[src/rtl/d16_cptn.sv]
// Parametrised up/down counter with runtime step/limit, wrap or saturate, tc pulse and sticky ovf.
// Optional compare unit compiled in with D16_CPTN_CMP_EN.
module d16_cptn #(
  parameter int unsigned WIDTH  = 16,
  parameter int unsigned STEP_W = 4
) (
  input  logic              sys_clk,
  input  logic              sys_rst,
  input  logic              en,
  input  logic              dir,
  input  logic              load,
  input  logic [WIDTH-1:0]  din,
  input  logic              clr,
  input  logic [STEP_W-1:0] step,
  input  logic [WIDTH-1:0]  limit,
  input  logic              sat,
  input  logic              ovf_clr,
`ifdef D16_CPTN_CMP_EN
  input  logic [WIDTH-1:0]  cmp_val,
  output logic              cmp_match,
`endif
  output logic [WIDTH-1:0]  dout,
  output logic              tc,
  output logic              ovf
);

  // Arithmetic width wide enough for both operands plus a carry bit.
  localparam int unsigned CW = ((STEP_W > WIDTH) ? STEP_W : WIDTH) + 1;

  logic [WIDTH-1:0] dout_q, dout_d;
  logic             tc_q, ovf_q, ovf_d;
  logic             evt;

  logic [CW-1:0]    cnt_x, step_x, lim_x, sum_x;
  logic [WIDTH-1:0] diff_w;

  assign cnt_x  = CW'(dout_q);
  assign step_x = CW'(step);
  assign lim_x  = CW'(limit);
  assign sum_x  = cnt_x + step_x;
  // Only used when step <= dout, so truncating step is safe there.
  assign diff_w = dout_q - WIDTH'(step);

  always_comb begin
    dout_d = dout_q;
    evt    = 1'b0;
    if (clr) begin
      dout_d = '0;
    end else if (load) begin
      dout_d = (din > limit) ? limit : din;
    end else if (en && (step != '0)) begin
      if (dir) begin
        if (sum_x > lim_x) begin
          evt    = 1'b1;
          dout_d = sat ? limit : '0;
        end else begin
          dout_d = sum_x[WIDTH-1:0];
        end
      end else begin
        if (step_x > cnt_x) begin
          evt    = 1'b1;
          dout_d = sat ? '0 : limit;
        end else begin
          dout_d = diff_w;
        end
      end
    end
  end

  // Set wins over a simultaneous clear.
  assign ovf_d = evt | (ovf_q & ~ovf_clr);

  always_ff @(posedge sys_clk or negedge sys_rst) begin
    if (!sys_rst) begin
      dout_q <= '0;
      tc_q   <= 1'b0;
      ovf_q  <= 1'b0;
    end else begin
      dout_q <= dout_d;
      tc_q   <= evt;
      ovf_q  <= ovf_d;
    end
  end

  assign dout = dout_q;
  assign tc   = tc_q;
  assign ovf  = ovf_q;

`ifdef D16_CPTN_CMP_EN
  logic cmp_q;

  // Compared against the next count so the flag lines up with dout.
  always_ff @(posedge sys_clk or negedge sys_rst) begin
    if (!sys_rst) begin
      cmp_q <= 1'b0;
    end else begin
      cmp_q <= (dout_d == cmp_val);
    end
  end

  assign cmp_match = cmp_q;
`endif

endmodule

[config.mk]
export PLATFORM = sky130hd
export DESIGN_NAME = d16_cptn
export DESIGN_NICKNAME = d
export VERILOG_FILES = /design/src/rtl/d16_cptn.sv
export SDC_FILE = /design/constraint.sdc
export NUM_CORES = 1
export LEC_CHECK = 0
export CORE_ASPECT_RATIO = 0.5
export CORE_MARGIN = 4
export CORE_UTILIZATION = 60
export CTS_CLUSTER_SIZE = 30
export DETAILED_ROUTE_END_ITERATION = 8
export DONT_BUFFER_PORTS = 1
export HOLD_SLACK_MARGIN = 0.05
export PLACE_DENSITY = 0.83
export SLEW_MARGIN = 5
export SYNTH_ARGS = -nofsm -noshare
export SYNTH_HDL_FRONTEND = slang
export SYNTH_SLANG_ARGS = --single-unit
export TNS_END_PERCENT = 1
[constraint.sdc]
create_clock -name sys_clk -period 10.57 [get_ports sys_clk]
set_input_delay 2.6425 -clock sys_clk [delete_from_list [all_inputs] [get_ports sys_clk]]
set_output_delay 2.6425 -clock sys_clk [all_outputs]
set_load 0.005 [all_outputs]
==> summary.txt <==
Clocking
  – CTS max path bufs: 2
  – H-tree Lvls: 1
  – Clock transition at the registers of the reported paths: approximately 90 ps
  – CTS tree: yes
  – Worst-Skew Late Latency: 270 ps
  – CTS resizes: 0
  – Clk root buf: clkbuf_8
  – Setup bufs post-CTS: 0
  – CTS Buf Count: 3
  – CTS Sinks: 18
  – Hold-fix buffers, CTS: 0

Worst setup path
  – Startpoint types: input port
  – Worst EP arrival: slightly below 7000 ps
  – Critical Path Sink Type: register
  – CP Class: in2reg
  – Worst EP required: around 11000 ps
  – Crit path max fanout: 13

Yosys
  – Synth warnings: 0
  – Dominant cells by area after synthesis: ha_1 (16%), dfrtp_1 (14%), mux2i_1 (5.0%)
  – Synth top area share: 15.7%
  – Area leader, netlist: ha_1
  – Seq/Total Area, Yosys: 14.1%
  – Synth cell types: 65
  – Post-Syn Instances: just over 400
  – Mapped Area: around 3200 sq um
  – Post-synth EDFFs: 0
  – Async SR Flop Fraction: 100%
  – #FFs+latches synth: 18
  – Syn Nets: 500
  – Ys flop type: dfrtp_1
  – Avg Inst Size Synth: ~7.7 sq um

Placement
  – Final Wtd Congestion: 0.992
  – Post-DP HPWL: around 8.4 mm
  – Post-Place Cell Area: roughly 3200 sq um
  – Port Buffers: 0
  – Place WS: 3630 ps
  – Post-Place Cells: about 460

STA
  – Slew @ Worst Pin: roughly 1000 ps
  – Final Hold Violating Endpoints: 0
  – Period utilisation layout: 64.1%
  – RSZ-0062 raised after global routing: no
  – TNS Setup: 0 ps
  – Max Clock Freq: roughly 0.15 GHz
  – Worst clock skew: roughly 5.5 ps
  – Max_slew headroom: between 30% and 40%
  – Setup WS post-layout: 3800 ps
  – Setup violation total in the final timing report: 0
  – Final Max Slew Viols: 0
  – Min Tclk post-route: about 6800 ps

Final layout
  – Antenna diodes: 0
  – Post-layout util: about 64%
  – Share of cells above drive strength 1: 4.37%
  – Final Non-Filler Cells: between 400 and 500
  – Area Growth Syn to Fin: 1.14%
  – Commonest non-fill, non-tap cell in the layout: ha_1
  – Most frequent cells in the layout: ha_1 (40), inv_1 (33), a21oi_1 (26)
  – Design area: between 3000 and 4000 sq um
  – Nets@finish: ~480

Die
  – Starting Density: between 60% and 70%
  – I/O pin count: 62
  – Width of the chip: 111 microns
  – Site Rows: 18
  – CORE AREA: between 5000 and 6000 sq um
  – Area of the die: around 6600 sq um
  – Die height: 59.5 microns

Global route
  – Total gr overflow: 0
  – Largest net degree at the start of global routing: 28
  – Total track usage: around a third
  – Number of global-route vias before repair: approximately 3200
  – First-pass GRT wire length: 17.1 mm
  – Initial antenna violation count: 0

Power and ir drop
  – Leak pwr: approximately 1.5 nW
  – Peak supply drop: approximately 64 uV
  – PD cells: around 110 nW/um^2

Routing
  – Pre-antenna DRT Iters: 5
  – DR iter-0 viols: 411
  – Final ANT Viol Nets: 0
  – Total Wirelength: roughly 11 mm
  – Vias/cell: about 7.3
  – DR vias: 3337
  – Drt wl/cell: 23.5 microns
  – Post-route DRC: 0

Status
  – Status: finished clean

Worst hold path
  – HP Class: reg2reg

Run
  – Max cap viols: 0
[worst max-delay path, cell delays in order]
cell      delay [ps]
ha_1             160
inv_1             70
fa_1             410
o21bai_1         200
a22oi_1          210
nor2_1           290
nand3_1          140
xnor2_1          170
ha_1             310
nand3_1          100
or4_1            560
o211ai_2         320
a32o_1           630
mux2_1           390
o311a_1          320
[final cells by class]
| class | instances | area (sq um) |
|---|---|---|
| Inverter | 33 | 124 |
| Clock buffer | 4 | 55.1 |
| Sequential cell | 18 | 450 |
| Fill cell | 433 | 1800 |
| Tap cell | 70 | 87.6 |
| Multi-Input combinational cell | 333 | 2500 |
| Timing Repair Buffer | 1 | 7.51 |
[state kept, by name, indices dropped and copies added, names as in the netlist]
signal,flops
dout,16
ovf,1
tc,1
[through the flow]
| step | power (mW) | hold slack [ps] |
|---|---|---|
| finish | 0.368 | 523 |
| global route | 0.390 | 571 |
| CTS | 0.359 | 530 |
| detailed placement | 0.296 | 512 |
| global placement | 0.291 | 498 |
| floorplan | 0.254 | 474 |
[synthesized netlist by cell type, drive strengths merged, types with 9 or more instances]
cell / n
ha: 40
inv: 33
a21oi: 27
nor2: 24
nand2: 23
o21ai: 19
dfrtp: 18
nand3: 18
clkbuf: 17
mux2i: 16
a21o: 13
buf: 13
nor3: 11
xnor2: 11
a31oi: 10
o211ai: 10
and3: 9
xor2: 9
[routing by layer]
metal / vias to the layer above / share of wire [%] / global-route usage (%)
li1: 1495 / - / -
met4: 0 / 2.8 / 6.76
met2: 228 / 41 / 52.2
met5: - / 0 / 0
met1: 1580 / 42 / 43.4
met3: 34 / 14 / 13.5
[worst paths after layout]
kind	from	to	slack [ps]	cells past startpoint
min in group asynchronous	sys_rst	dout[1]	2050	0
setup reg to reg	dout[0]	dout[5]	5650	15
max in group asynchronous	sys_rst	dout[9]	8440	0
setup / recovery	step[0]	dout[5]	3800	15
hold reg to reg	ovf	ovf	520	1
hold / removal	ovf	ovf	520	1
[cell families (layout without fill, tap and decap cells)]
| kind of cell | after synthesis | count (layout) | synth area share (%) |
|---|---|---|---|
| compound gates | 136 | 136 | 30.7 |
| xor+xnor | 20 | 20 | 5.49 |
| fa+ha+maj | 42 | 42 | 17.0 |
| buf+inv | 63 | 38 | 8.12 |
| flops | 18 | 18 | 14.1 |
| mux | 18 | 18 | 5.73 |
| simple gates | 117 | 117 | 18.9 |
[power by group]
| group | internal, mW | total (mW) | switching (mW) |
|---|---|---|---|
| Clock | 0.0333 | 0.0636 | 0.0303 |
| Sequential | 0.0771 | 0.0998 | 0.0227 |
| Combinational | 0.0836 | 0.204 | 0.121 |
No activity file was read; power rests on OpenSTA's default activity.
